===== config.mk =====
export PLATFORM = sky130hd
export DESIGN_NAME = ex_mem_pipe_buffer_flat
export DESIGN_NICKNAME = d
export VERILOG_FILES = /design/src/rtl/ex_mem_pipe_buffer_if.sv /design/src/rtl/ex_mem_pipe_buffer.sv /design/src/flat_wrapper.sv
export SDC_FILE = /design/constraint.sdc
export NUM_CORES = 1
export LEC_CHECK = 0
export ABC_AREA = 1
export ABC_CLOCK_PERIOD_IN_PS = 11050
export BUFFER_PORTS_ARGS = -buffer_cell sky130_fd_sc_hd__buf_2
export CORE_MARGIN = 2
export CORE_UTILIZATION = 60
export CTS_BUF_LIST = sky130_fd_sc_hd__clkbuf_4 sky130_fd_sc_hd__clkbuf_8
export CTS_CLUSTER_DIAMETER = 120
export DETAILED_ROUTE_END_ITERATION = 10
export PLACE_DENSITY_LB_ADDON = 0.1
export SYNTH_ARGS = -nofsm -noshare
export SYNTH_HDL_FRONTEND = slang
export SYNTH_SLANG_ARGS = --single-unit

===== constraint.sdc =====
create_clock -name clk -period 11.05 [get_ports clk]
set_input_delay 1.105 -clock clk [delete_from_list [all_inputs] [get_ports clk]]
set_output_delay 1.105 -clock clk [all_outputs]
set_load 0.02 [all_outputs]

===== src/rtl/ex_mem_pipe_buffer_if.sv =====
// EX -> MEM stage boundary bundle: the EX-side offer, the MEM-side head view,
// flush and occupancy. The buffer uses the slave view; the stage driving it
// uses the master view.
interface ex_mem_pipe_buffer_if #(
    parameter int DATA_W     = 32,
    parameter int REG_ADDR_W = 5,
    parameter int DEPTH      = 2
);
    localparam int CNT_W = $clog2(DEPTH + 1);

    logic                  flush;

    logic                  in_valid;
    logic                  in_ready;
    logic                  in_branch;
    logic                  in_mem_read;
    logic                  in_mem_write;
    logic                  in_reg_write;
    logic                  in_mem_to_reg;
    logic                  in_zero;
    logic [DATA_W-1:0]     in_store_data;
    logic [DATA_W-1:0]     in_alu_out;
    logic [DATA_W-1:0]     in_branch_target;
    logic [REG_ADDR_W-1:0] in_write_reg;

    logic                  out_valid;
    logic                  out_ready;
    logic                  out_branch;
    logic                  out_mem_read;
    logic                  out_mem_write;
    logic                  out_reg_write;
    logic                  out_mem_to_reg;
    logic                  out_zero;
    logic [DATA_W-1:0]     out_store_data;
    logic [DATA_W-1:0]     out_alu_out;
    logic [DATA_W-1:0]     out_branch_target;
    logic [REG_ADDR_W-1:0] out_write_reg;

    logic [CNT_W-1:0]      count;

    modport slave (
        input  flush, in_valid, in_branch, in_mem_read, in_mem_write,
               in_reg_write, in_mem_to_reg, in_zero, in_store_data,
               in_alu_out, in_branch_target, in_write_reg, out_ready,
        output in_ready, out_valid, out_branch, out_mem_read, out_mem_write,
               out_reg_write, out_mem_to_reg, out_zero, out_store_data,
               out_alu_out, out_branch_target, out_write_reg, count
    );

    modport master (
        output flush, in_valid, in_branch, in_mem_read, in_mem_write,
               in_reg_write, in_mem_to_reg, in_zero, in_store_data,
               in_alu_out, in_branch_target, in_write_reg, out_ready,
        input  in_ready, out_valid, out_branch, out_mem_read, out_mem_write,
               out_reg_write, out_mem_to_reg, out_zero, out_store_data,
               out_alu_out, out_branch_target, out_write_reg, count
    );
endinterface


===== src/rtl/ex_mem_pipe_buffer.sv =====
// EX -> MEM pipeline boundary implemented as a small in-order circular queue
// with valid/ready on both sides, so a stalled MEM stage back-pressures EX
// instead of dropping instructions. Control outputs are gated by out_valid so
// an empty queue looks like a bubble to MEM.
module ex_mem_pipe_buffer #(
    parameter int DATA_W     = 32,
    parameter int REG_ADDR_W = 5,
    parameter int DEPTH      = 2
) (
    input logic               clk,
    input logic               rst,
    ex_mem_pipe_buffer_if.slave bus
);
    localparam int CNT_W   = $clog2(DEPTH + 1);
    localparam int PTR_W   = (DEPTH > 1) ? $clog2(DEPTH) : 1;
    localparam int ENTRY_W = 6 + 3 * DATA_W + REG_ADDR_W;

    localparam logic [PTR_W-1:0] LAST_PTR = PTR_W'(DEPTH - 1);
    localparam logic [CNT_W-1:0] FULL_CNT = CNT_W'(DEPTH);
    localparam logic [CNT_W-1:0] ONE_CNT  = CNT_W'(1);

    logic [ENTRY_W-1:0] r_mem [DEPTH];
    logic [PTR_W-1:0]   r_wp;
    logic [PTR_W-1:0]   r_rp;
    logic [CNT_W-1:0]   r_count;

    logic [ENTRY_W-1:0] w_in_entry;
    logic [ENTRY_W-1:0] w_head;
    logic               w_in_ready;
    logic               w_out_valid;
    logic               w_push;
    logic               w_pop;
    logic [PTR_W-1:0]   w_wp_next;
    logic [PTR_W-1:0]   w_rp_next;

    logic                  w_h_branch;
    logic                  w_h_mem_read;
    logic                  w_h_mem_write;
    logic                  w_h_reg_write;
    logic                  w_h_mem_to_reg;
    logic                  w_h_zero;
    logic [DATA_W-1:0]     w_h_store_data;
    logic [DATA_W-1:0]     w_h_alu_out;
    logic [DATA_W-1:0]     w_h_branch_target;
    logic [REG_ADDR_W-1:0] w_h_write_reg;

    assign w_in_entry = {bus.in_branch, bus.in_mem_read, bus.in_mem_write,
                         bus.in_reg_write, bus.in_mem_to_reg, bus.in_zero,
                         bus.in_store_data, bus.in_alu_out,
                         bus.in_branch_target, bus.in_write_reg};

    // Readiness comes only from the registered occupancy, so a full queue
    // refuses an offer even on a cycle where MEM pops the head.
    assign w_in_ready  = (r_count < FULL_CNT);
    assign w_out_valid = (r_count != '0);
    assign w_push      = bus.in_valid & w_in_ready;
    assign w_pop       = w_out_valid & bus.out_ready;

    // Pointers wrap explicitly at DEPTH-1 so non-power-of-2 depths work.
    assign w_wp_next = (r_wp == LAST_PTR) ? '0 : r_wp + PTR_W'(1);
    assign w_rp_next = (r_rp == LAST_PTR) ? '0 : r_rp + PTR_W'(1);

    // Queue state: reset clears everything, flush only rewinds the pointers,
    // otherwise push/pop. Updates on the falling edge like the other stage
    // registers of the pipeline.
    always_ff @(negedge clk) begin
        if (rst) begin
            r_wp    <= '0;
            r_rp    <= '0;
            r_count <= '0;
            for (int i = 0; i < DEPTH; i++) begin
                r_mem[i] <= '0;
            end
        end else if (bus.flush) begin
            r_wp    <= '0;
            r_rp    <= '0;
            r_count <= '0;
        end else begin
            if (w_push) begin
                r_mem[r_wp] <= w_in_entry;
                r_wp        <= w_wp_next;
            end
            if (w_pop) begin
                r_rp <= w_rp_next;
            end
            if (w_push && !w_pop) begin
                r_count <= r_count + ONE_CNT;
            end else if (!w_push && w_pop) begin
                r_count <= r_count - ONE_CNT;
            end
        end
    end

    assign w_head = r_mem[r_rp];
    assign {w_h_branch, w_h_mem_read, w_h_mem_write, w_h_reg_write,
            w_h_mem_to_reg, w_h_zero, w_h_store_data, w_h_alu_out,
            w_h_branch_target, w_h_write_reg} = w_head;

    assign bus.in_ready          = w_in_ready;
    assign bus.out_valid         = w_out_valid;
    assign bus.count             = r_count;

    // Control bits are masked when empty so MEM sees a harmless bubble;
    // data fields simply show whatever the head slot last held.
    assign bus.out_branch        = w_h_branch     & w_out_valid;
    assign bus.out_mem_read      = w_h_mem_read   & w_out_valid;
    assign bus.out_mem_write     = w_h_mem_write  & w_out_valid;
    assign bus.out_reg_write     = w_h_reg_write  & w_out_valid;
    assign bus.out_mem_to_reg    = w_h_mem_to_reg & w_out_valid;
    assign bus.out_zero          = w_h_zero       & w_out_valid;
    assign bus.out_store_data    = w_h_store_data;
    assign bus.out_alu_out       = w_h_alu_out;
    assign bus.out_branch_target = w_h_branch_target;
    assign bus.out_write_reg     = w_h_write_reg;
endmodule

===== src/flat_wrapper.sv =====
// flat-port wrapper written by rule: the top's interface ports become plain ports
module ex_mem_pipe_buffer_flat 
#(
    parameter int DATA_W     = 32,
    parameter int REG_ADDR_W = 5,
    parameter int DEPTH      = 2
)
  (clk, rst, bus_flush, bus_in_valid, bus_in_branch, bus_in_mem_read, bus_in_mem_write, bus_in_reg_write, bus_in_mem_to_reg, bus_in_zero, bus_in_store_data, bus_in_alu_out, bus_in_branch_target, bus_in_write_reg, bus_out_ready, bus_in_ready, bus_out_valid, bus_out_branch, bus_out_mem_read, bus_out_mem_write, bus_out_reg_write, bus_out_mem_to_reg, bus_out_zero, bus_out_store_data, bus_out_alu_out, bus_out_branch_target, bus_out_write_reg, bus_count);
  ex_mem_pipe_buffer_if #(.DATA_W(DATA_W), .REG_ADDR_W(REG_ADDR_W), .DEPTH(DEPTH)) bus_i ();
  input logic clk;
  input logic rst;
  input wire logic [$bits(bus_i.flush)-1:0] bus_flush;
  input wire logic [$bits(bus_i.in_valid)-1:0] bus_in_valid;
  input wire logic [$bits(bus_i.in_branch)-1:0] bus_in_branch;
  input wire logic [$bits(bus_i.in_mem_read)-1:0] bus_in_mem_read;
  input wire logic [$bits(bus_i.in_mem_write)-1:0] bus_in_mem_write;
  input wire logic [$bits(bus_i.in_reg_write)-1:0] bus_in_reg_write;
  input wire logic [$bits(bus_i.in_mem_to_reg)-1:0] bus_in_mem_to_reg;
  input wire logic [$bits(bus_i.in_zero)-1:0] bus_in_zero;
  input wire logic [$bits(bus_i.in_store_data)-1:0] bus_in_store_data;
  input wire logic [$bits(bus_i.in_alu_out)-1:0] bus_in_alu_out;
  input wire logic [$bits(bus_i.in_branch_target)-1:0] bus_in_branch_target;
  input wire logic [$bits(bus_i.in_write_reg)-1:0] bus_in_write_reg;
  input wire logic [$bits(bus_i.out_ready)-1:0] bus_out_ready;
  output wire logic [$bits(bus_i.in_ready)-1:0] bus_in_ready;
  output wire logic [$bits(bus_i.out_valid)-1:0] bus_out_valid;
  output wire logic [$bits(bus_i.out_branch)-1:0] bus_out_branch;
  output wire logic [$bits(bus_i.out_mem_read)-1:0] bus_out_mem_read;
  output wire logic [$bits(bus_i.out_mem_write)-1:0] bus_out_mem_write;
  output wire logic [$bits(bus_i.out_reg_write)-1:0] bus_out_reg_write;
  output wire logic [$bits(bus_i.out_mem_to_reg)-1:0] bus_out_mem_to_reg;
  output wire logic [$bits(bus_i.out_zero)-1:0] bus_out_zero;
  output wire logic [$bits(bus_i.out_store_data)-1:0] bus_out_store_data;
  output wire logic [$bits(bus_i.out_alu_out)-1:0] bus_out_alu_out;
  output wire logic [$bits(bus_i.out_branch_target)-1:0] bus_out_branch_target;
  output wire logic [$bits(bus_i.out_write_reg)-1:0] bus_out_write_reg;
  output wire logic [$bits(bus_i.count)-1:0] bus_count;
  assign bus_i.flush = bus_flush;
  assign bus_i.in_valid = bus_in_valid;
  assign bus_i.in_branch = bus_in_branch;
  assign bus_i.in_mem_read = bus_in_mem_read;
  assign bus_i.in_mem_write = bus_in_mem_write;
  assign bus_i.in_reg_write = bus_in_reg_write;
  assign bus_i.in_mem_to_reg = bus_in_mem_to_reg;
  assign bus_i.in_zero = bus_in_zero;
  assign bus_i.in_store_data = bus_in_store_data;
  assign bus_i.in_alu_out = bus_in_alu_out;
  assign bus_i.in_branch_target = bus_in_branch_target;
  assign bus_i.in_write_reg = bus_in_write_reg;
  assign bus_i.out_ready = bus_out_ready;
  assign bus_in_ready = bus_i.in_ready;
  assign bus_out_valid = bus_i.out_valid;
  assign bus_out_branch = bus_i.out_branch;
  assign bus_out_mem_read = bus_i.out_mem_read;
  assign bus_out_mem_write = bus_i.out_mem_write;
  assign bus_out_reg_write = bus_i.out_reg_write;
  assign bus_out_mem_to_reg = bus_i.out_mem_to_reg;
  assign bus_out_zero = bus_i.out_zero;
  assign bus_out_store_data = bus_i.out_store_data;
  assign bus_out_alu_out = bus_i.out_alu_out;
  assign bus_out_branch_target = bus_i.out_branch_target;
  assign bus_out_write_reg = bus_i.out_write_reg;
  assign bus_count = bus_i.count;
  ex_mem_pipe_buffer #(.DATA_W(DATA_W), .REG_ADDR_W(REG_ADDR_W), .DEPTH(DEPTH)) u_core (.clk(clk), .rst(rst), .bus(bus_i));
endmodule

## Word level (Yosys, flattened, before mapping)

Memory sizes are Yosys's and may differ from the RTL's. A register that Yosys moved wholly into a read port is not among the register bits.
Index checks and enable logic that the tools add are counted.

- Bitwise gates (word level): 8
- Shift operators: 0
- Reductions and logical operators: 8
- Div/mod/pow operators: 0
- Add/subtract/negate cells: 4
- Eq/ne operators: 0
- Mux-type cells: 15
- $lt $le $gt $ge: 1
- $mul: 0

Operators by type and width:

| operator | number |
|---|---|
| 107-bit two-way mux | 1 |
| 107-bit OR reduction | 1 |
| 1-bit two-way mux | 12 |
| 1-bit AND | 8 |
| 2-bit two-way mux | 2 |
| 2-bit nonzero test | 2 |
| 1-bit adder (second input constant) | 2 |
| 2-bit by 1-bit adder with 2-bit output (second input constant) | 1 |
| 1-bit logical AND | 2 |
| 1-bit zero test | 2 |
| 2-bit < comparator (second input constant) | 1 |
| 2-bit OR reduction | 1 |
| 2-bit by 1-bit subtractor with 2-bit output (second input constant) | 1 |

- ROM bits: 0
- Bits of input ports: 112
- Output and inout bits: 111
- Word-level logic and storage cells: 40
- Register bits after elaboration: 4
- Memories: 1
- Bits in writable memories: 214
- Latch bits: 0

Memory list:

| name | depth | width | read ports | clocked after Yosys merged registers in | write ports | line | RTL |
|---|---|---|---|---|---|---|---|
| u_core.r_mem | 2 | 107 | 1 | 1 | 2 | ex_mem_pipe_buffer.sv:22 | `logic [ENTRY_W-1:0] r_mem [DEPTH];` |

## Logic depth before layout (Yosys ltp)

Gate-level depths: netlist of run 1.

- Word-level depth: 8
- Mapped depth: 9
- Mapped depth without buffers: 9

==> summary.md, run 1 <==
| Metric | Value |
|---|---|
| Final-layout fill cell count | `1035` |
| Data arrival time at the worst-slack endpoint | `8.19 ns` |
| Final instance area | `between 10000 and 15000 µm²` |
| Category of the worst setup path capture point | `primary output` |
| Most area-hungry cell type in the Yosys netlist | `edfxtp_1` |
| Total of max-cap violations | `0` |
| Dominant cells by area after synthesis | `edfxtp_1 68%, nand2_1 13%, nor2_1 7.8%` |
| Non-filler instance count after layout | `between 1.5k and 2k` |
| Placement-stage cell area | `~11000 µm²` |
| Standard cell core area | `15300 µm²` |
| Source-to-sink clock delay at the later pin of the worst-skew pair | `around 0.56 ns` |
| DR vias/cell | `around 4.8` |
| Die X | `between 100 and 150 µm` |
| FFs w/ async S/R, synth | `0%` |
| Count of TritonRoute iterations in the first routing pass | `5` |
| Largest fanout of any net on the critical path | `75` |
| Number of standard cells after synthesis | `940` |
| Floorplan die area | `about 17000 µm²` |
| Proportion of layout cells with a drive suffix above 1 | `~22%` |
| Final design utilization | `79.4%` |
| Nets in the synthesized netlist | `roughly 1.1k` |
| Post-detailed-placement half-perimeter wirelength | `approximately 12 mm` |
| Cell Count Post-Placement | `around 1.3k` |
| Site row count | `45` |
| Required arrival time at the worst endpoint | `between 9 and 10 ns` |
| Synth-to-Final Area Change | `29.1%` |
| Antenna violations before repair | `0` |
| First-pass GRT wire length | `33.9 mm` |
| Final net count | `around 1.5k` |
| Overflow left after global routing | `0` |
| Ys Warns | `0` |
| Setup-failing EPs final | `0` |
| Setup repair after global routing missed its margin | `false` |
| Avg Synthesized Cell Area | `about 10 µm²` |
| Total negative slack for setup checks | `0 ns` |
| Count of unique library cells instantiated by Yosys | `20` |
| I/O pins | `around 220` |
| Flip-flop and latch count after synthesis | `approximately 220` |
| Sinks on the clock net | `219` |
| Starting density of the core | `between 60% and 70%` |
| Count of cells resized by post-cts repair | `0` |
| Status | `complete, no violations` |
| Top cells by instance count after synthesis | `323 x nand2_1, 214 x edfxtp_1, 195 x nor2_1` |
| Area share of the leading cell type in the synthesized netlist | `roughly two thirds` |
| IO Port Bufs | `between 200 and 250` |
| Final WL | `21.9 mm` |
| Die height | `approximately 130 µm` |
| Global Route Usage Sum | `between 20% and 30%` |
| CTS tree | `built` |
| DRC Markers | `0` |
| Post-Syn Area | `roughly 9400 µm²` |
| H-tree lvl count | `2` |
| Clock transition time at the flip-flop clock pins of the worst setup and hold paths | `0.04 ns` |
| Cell Pwr Density | `178 nW/µm²` |
| Worst Tran Pin Value | `about 1.2 ns` |
| ANT nets after route | `0` |
| Post-CTS setup buffer count | `0` |
| Library cell with the highest instance count after synthesis | `nand2_1` |
| Worst hold-check path type | `flop to flop` |
| First-iteration detailed-routing DRC count | `about 620` |
| Final max-slew violation count | `0` |
| CTS max path bufs | `3` |
| CP Launch Type | `flop` |
| Maximum resistive drop on vdd | `109 µV` |
| Vias in the first global route | `approximately 8.0k` |
| Worst slew margin | `18.6%` |
| Number of buffers created by CTS | `38` |
| Hold-fix buffers, CTS | `0` |
| Final-report hold violation count | `0` |
| Worst clock skew | `~0.024 ns` |
| Total number of vias | `roughly 7.7k` |
| Top flip-flop cell by instance count after synthesis | `edfxtp_1` |
| Final weighted congestion in routability-driven placement | `roughly 0.75` |
| Root Driver | `clkbuf_8` |
| Sequential share of the synthesized area | `between 60 and 70%` |
| Wire per inst | `approximately 14 µm` |
| Antenna diode instance count | `0` |
| Leakage Power | `~6.8 nW` |
| Count of flip-flops with a built-in enable after synthesis | `214` |
| Maximum number of pins on one net before global-route repair | `109` |
| Worst Setup Path Type | `flop to primary output` |
==> layout by cell type (no fill, tap or decap), drive strengths merged <==
cell type,instances
dfxtp,5
buf,230
edfxtp,214
bufinv,1
a21oi,10
clkinvlp,6
clkbuf,41
nand3,3
nand2,325
ha,1
nor2,216
inv,348
clkinv,1
o21ai,2
nand4,1
==> worst paths after layout <==
path / startpoint / to / slack (ns) / depth (start not counted)
min reg2reg: u_core.r_rp$_SDFFE_NP0P_ / flop / 0.46 / 2
max: flop / bus_out_branch_target[21] / 1.76 / 5
max reg2reg: u_core.bus.count[1]$_SDFFE_NP0P_ / u_core.r_mem[1][67]$_SDFFCE_NN0P_ / 8.43 / 6
min: u_core.r_rp$_SDFFE_NP0P_ / flop / 0.46 / 2
==> power by group <==
part / total [W] / switching, W / internal (W)
clock: 0.000991 / 0.000524 / 0.000467
sequential: 0.000975 / 0.0000118 / 0.000963
combinational: 0.000188 / 0.000132 / 0.0000560
==> critical path, stage by stage, from the launching register on <==
cell and delay (ns):
dfxtp_4 0.34, clkinv_2 0.82, buf_4 0.60, nand2_1 0.10, nand2_1 0.06, buf_2 0.16
==> final cells by class <==
| class | count | area [µm²] | share of cell area, % |
|---|---|---|---|
| well taps | 211 | 264 | 2.18 |
| flip-flops and latches | 219 | 6530 | 53.9 |
| inverters | 117 | 440 | 3.63 |
| clock inverters | 239 | 931 | 7.68 |
| repair buffers | 230 | 1170 | 9.66 |
| clock buffers | 41 | 564 | 4.66 |
| multi-input cells | 558 | 2220 | 18.3 |
==> flip-flops by register name, indices dropped and copies added (netlist names), named ones only <==
| name | cells |
|---|---|
| u_core.bus.count | 2 |
| u_core.r_mem | 214 |
| u_core.r_rp | 1 |
| u_core.r_wp | 1 |
==> layer usage <==
metal	global-route usage [%]	routed length (µm)
met5	0	0
met4	14.2	418
met3	10.2	1700
met2	43.4	11300
met1	29.6	8460
==> cell families after synthesis <==
group / after synthesis / share of synthesized area [%]
AOI/OAI and AO/OA: 12 / 0.640
buffers and inverters: 163 / 7.16
adders and majority gates: 1 / 0.133
and+or+nand+nor: 545 / 22.6
DFF: 219 / 69.5
==> metrics by stage <==
stage	worst slack [ns]	total power [W]	hold slack [ns]
floorplan	1.03	0.00122	0.447
global placement	2.03	0.00129	0.446
detailed placement	2.02	0.00129	0.467
CTS	1.70	0.00219	0.462
global route	1.56	0.00229	0.513
finish	1.76	0.00215	0.464
Power figures use the tool's default switching activity.
==> run 2: changes to the inputs <==
--- a/config.mk
+++ b/config.mk
@@ -6,10 +6,10 @@
 export NUM_CORES = 1
 export LEC_CHECK = 0
 export ABC_AREA = 1
-export ABC_CLOCK_PERIOD_IN_PS = 11050
+export ABC_CLOCK_PERIOD_IN_PS = 8600
 export BUFFER_PORTS_ARGS = -buffer_cell sky130_fd_sc_hd__buf_2
 export CORE_MARGIN = 2
-export CORE_UTILIZATION = 60
+export CORE_UTILIZATION = 56
 export CTS_BUF_LIST = sky130_fd_sc_hd__clkbuf_4 sky130_fd_sc_hd__clkbuf_8
 export CTS_CLUSTER_DIAMETER = 120
 export DETAILED_ROUTE_END_ITERATION = 10
==> constraint.sdc (replaced) <==
create_clock -name clk -period 8.6 [get_ports clk]
set_input_delay 0.86 -clock clk [delete_from_list [all_inputs] [get_ports clk]]
set_output_delay 0.86 -clock clk [all_outputs]
set_load 0.02 [all_outputs]
==> run 2 against run 1 <==
Compared with the run above:
- sequential share of layout area shrank 0.17 points
- non-clock buffer count stayed put
- register-to-register slack worse by 2.1 ns
- worst setup slack got worse by 0.67 ns
- final area rose by 0.31%
- count of clock-buffer cells in the layout unchanged
- clock power grew 26%
- core utilization is 5.6 points lower
- sequential power increased by 28%
- highest routed layer unchanged
- first-iteration DRC count down 20%
- combinational power up 28%
- global-route usage decreased by 2.6 points
==> summary.md, run 2 (synthesized netlist as in run 1, its figures left out) <==
| Metric | Value |
|---|---|
| Final net count | `1497 (was 1496)` |
| Die X | `133 µm (was 129 µm)` |
| Floorplan die area | `17800 µm² (was 16700 µm²)` |
| Critical R2R Launch | `u_core.bus.count[1]$_SDFFE_NP0P_ (unchanged)` |
| Crit path largest cell delay | `0.76 ns (was 0.82 ns)` |
| Root Driver | `clkbuf_8 (unchanged)` |
| Setup repair after global routing missed its margin | `false (unchanged)` |
| Data arrival time at the worst-slack endpoint | `6.66 ns (was 8.19 ns)` |
| H-tree lvl count | `2 (unchanged)` |
| Worst Tran Pin Value | `1.07 ns (was 1.22 ns)` |
| Cell Pwr Density | `226 nW/µm² (was 178 nW/µm²)` |
| Startpoint of the most critical hold path | `u_core.r_rp$_SDFFE_NP0P_ (unchanged)` |
| Worst hold-check path type | `flop to flop (unchanged)` |
| Maximum resistive drop on vdd | `187 µV (was 109 µV)` |
| Global Route Usage Sum | `23.7% (was 26.3%)` |
| Synth-to-Final Area Change | `29.5% (was 29.1%)` |
| Endpoint of the worst hold-timing path | `u_core.r_rp$_SDFFE_NP0P_` |
| Final weighted congestion in routability-driven placement | `0.765 (was 0.752)` |
| DR vias/cell | `4.66 (was 4.79)` |
| Leading cell types in the layout, fill and taps excluded | `347 x inv_1, 321 x nand2_1, 222 x buf_2 (was 346 x inv_1, 321 x nand2_1, 222 x buf_2)` |
| Cell Chain, Critical Path | `buf_4 -> nand2_1 -> nand2_1 -> buf_2 (was clkinv_2 -> buf_4 -> nand2_1 -> nand2_1 -> buf_2)` |
| Die height | `133 µm (was 129 µm)` |
| Worst reg2reg setup slack | `6.35 ns (was 8.43 ns)` |
| Hold-fix buffers, CTS | `0 (unchanged)` |
| Number of buffers created by CTS | `39 (was 38)` |
| Post-detailed-placement half-perimeter wirelength | `11.6 mm (was 12.2 mm)` |
| Wire per inst | `13.1 µm (was 13.6 µm)` |
| CP Launch Type | `flop (unchanged)` |
| ANT nets after route | `0 (unchanged)` |
| Count of TritonRoute iterations in the first routing pass | `7 (was 5)` |
| Proportion of layout cells with a drive suffix above 1 | `21.9% (about the same)` |
| Overflow left after global routing | `0 (unchanged)` |
| Vias in the first global route | `7706 (was 7983)` |
| Required arrival time at the worst endpoint | `7.74 ns (was 9.95 ns)` |
| CTS max path bufs | `3 (unchanged)` |
| Total negative slack for setup checks | `0 ns (unchanged)` |
| Source-to-sink clock delay at the later pin of the worst-skew pair | `0.57 ns (was 0.56 ns)` |
| Post-CTS setup buffer count | `0 (unchanged)` |
| Placement-stage cell area | `10700 µm² (was 10600 µm²)` |
| Setup-failing EPs final | `0 (unchanged)` |
| First-iteration detailed-routing DRC count | `494 (was 617)` |
| Site row count | `47 (was 45)` |
| Largest register by flop count | `u_core.r_mem (unchanged)` |
| DRC Markers | `0 (unchanged)` |
| I/O pins | `223 (unchanged)` |
| Leakage Power | `6.81 nW (was 6.79 nW)` |
| Maximum number of pins on one net before global-route repair | `84 (was 109)` |
| Final-layout fill cell count | `1266 (was 1035)` |
| Worst Setup Path Type | `flop to primary output (unchanged)` |
| First-pass GRT wire length | `32.9 mm (was 33.9 mm)` |
| Master of the slowest instance on the critical path | `buf_4 (was clkinv_2)` |
| IO Port Bufs | `222 (unchanged)` |
| Antenna violations before repair | `1 (was 0)` |
| Number of flip-flops under the largest register name | `214 (unchanged)` |
| Final instance area | `12200 µm² (was 12100 µm²)` |
| Clock transition time at the flip-flop clock pins of the worst setup and hold paths | `0.03 ns (was 0.04 ns)` |
| Worst slew margin | `28.9% (was 18.6%)` |
| Category of the worst setup path capture point | `primary output (unchanged)` |
| CTS tree | `built (unchanged)` |
| Final WL | `21.2 mm (was 21.9 mm)` |
| Count of cells resized by post-cts repair | `0 (unchanged)` |
| Total of max-cap violations | `0 (unchanged)` |
| Cell with the most instances on the worst path | `nand2_1 (unchanged)` |
| Sinks on the clock net | `219 (unchanged)` |
| Most frequent standard cell in the layout excluding fill and tap cells | `inv_1 (unchanged)` |
| Standard cell core area | `16500 µm² (was 15300 µm²)` |
| Worst hold stages | `2 (unchanged)` |
| Worst clock skew | `0.0263 ns (was 0.0241 ns)` |
| Final max-slew violation count | `0 (unchanged)` |
| Number of cells on the worst reg-to-reg path | `7 (was 6)` |
| Status | `complete, no violations (unchanged)` |
| Worst R2R End | `u_core.r_mem[0][7]$_SDFFCE_NN0P_ (was u_core.r_mem[1][67]$_SDFFCE_NN0P_)` |
| Final-report hold violation count | `0 (unchanged)` |
| Largest fanout of any net on the critical path | `78 (was 75)` |
| Total number of vias | `7575 (was 7739)` |
| Starting density of the core | `57.0% (was 61.5%)` |
run 2: power breakdown:
part	internal, W	total, W	switching, W
Clock	0.000600	0.00125	0.000652
Sequential	0.00124	0.00125	0.0000150
Combinational	0.0000725	0.000240	0.000168
Total	0.00191	0.00275	0.000835
run 2: metrics by stage:
step | hold WS, ns | worst slack [ns] | total power, W | utilization, % | instances
global placement | 0.465 | 1.58 | 0.00165 | 64.8 | 1345
floorplan | 0.447 | 0.0511 | 0.00156 | - | 940
detailed placement | 0.481 | 1.53 | 0.00166 | 64.8 | 1345
global route | 0.519 | 0.850 | 0.00294 | 73.8 | 1624
finish | 0.480 | 1.08 | 0.00275 | 73.8 | 1625
CTS | 0.485 | 1.06 | 0.00279 | 73.8 | 1624
run 2: area by class of cell:
class / count / area, µm² / share of cell area (%)
flip-flops and latches: 219 / 6530 / 53.7
multi-input cells: 558 / 2220 / 18.3
repair buffers: 230 / 1200 / 9.84
clock inverters: 239 / 930 / 7.65
clock buffers: 41 / 564 / 4.64
inverters: 117 / 440 / 3.62
well taps: 220 / 275 / 2.26
diodes: 1 / 2.50 / 0.0206
run 2: worst max-delay path: cells and delay by family (launching register included):
kind,cells,cell delay [ns]
simple gates,2,0.31
flops,1,0.55
buf+inv,2,0.94
run 2: routing by layer:
layer,up-vias,wire [µm],global-route usage (%)
li1,3805,-,-
met1,3444,8260,26.0
met2,286,10800,38.9
met3,40,1660,9.25
met4,0,510,14.5
met5,-,0,0
run 2: how the worst max path moves through the flow:
stage                                                   end  slack [ns]  cells past startpoint
after floorplan            u_core.r_mem[1][0]$_SDFFCE_NN0P_        0.05                      5
after global placement    u_core.r_mem[0][65]$_SDFFCE_NN0P_        1.58                      7
after detailed placement  u_core.r_mem[0][98]$_SDFFCE_NN0P_        1.53                      7
after CTS                                 bus_out_mem_write        1.06                      4
after global routing                      bus_out_reg_write        0.85                      4
final                              bus_out_branch_target[2]        1.08                      4
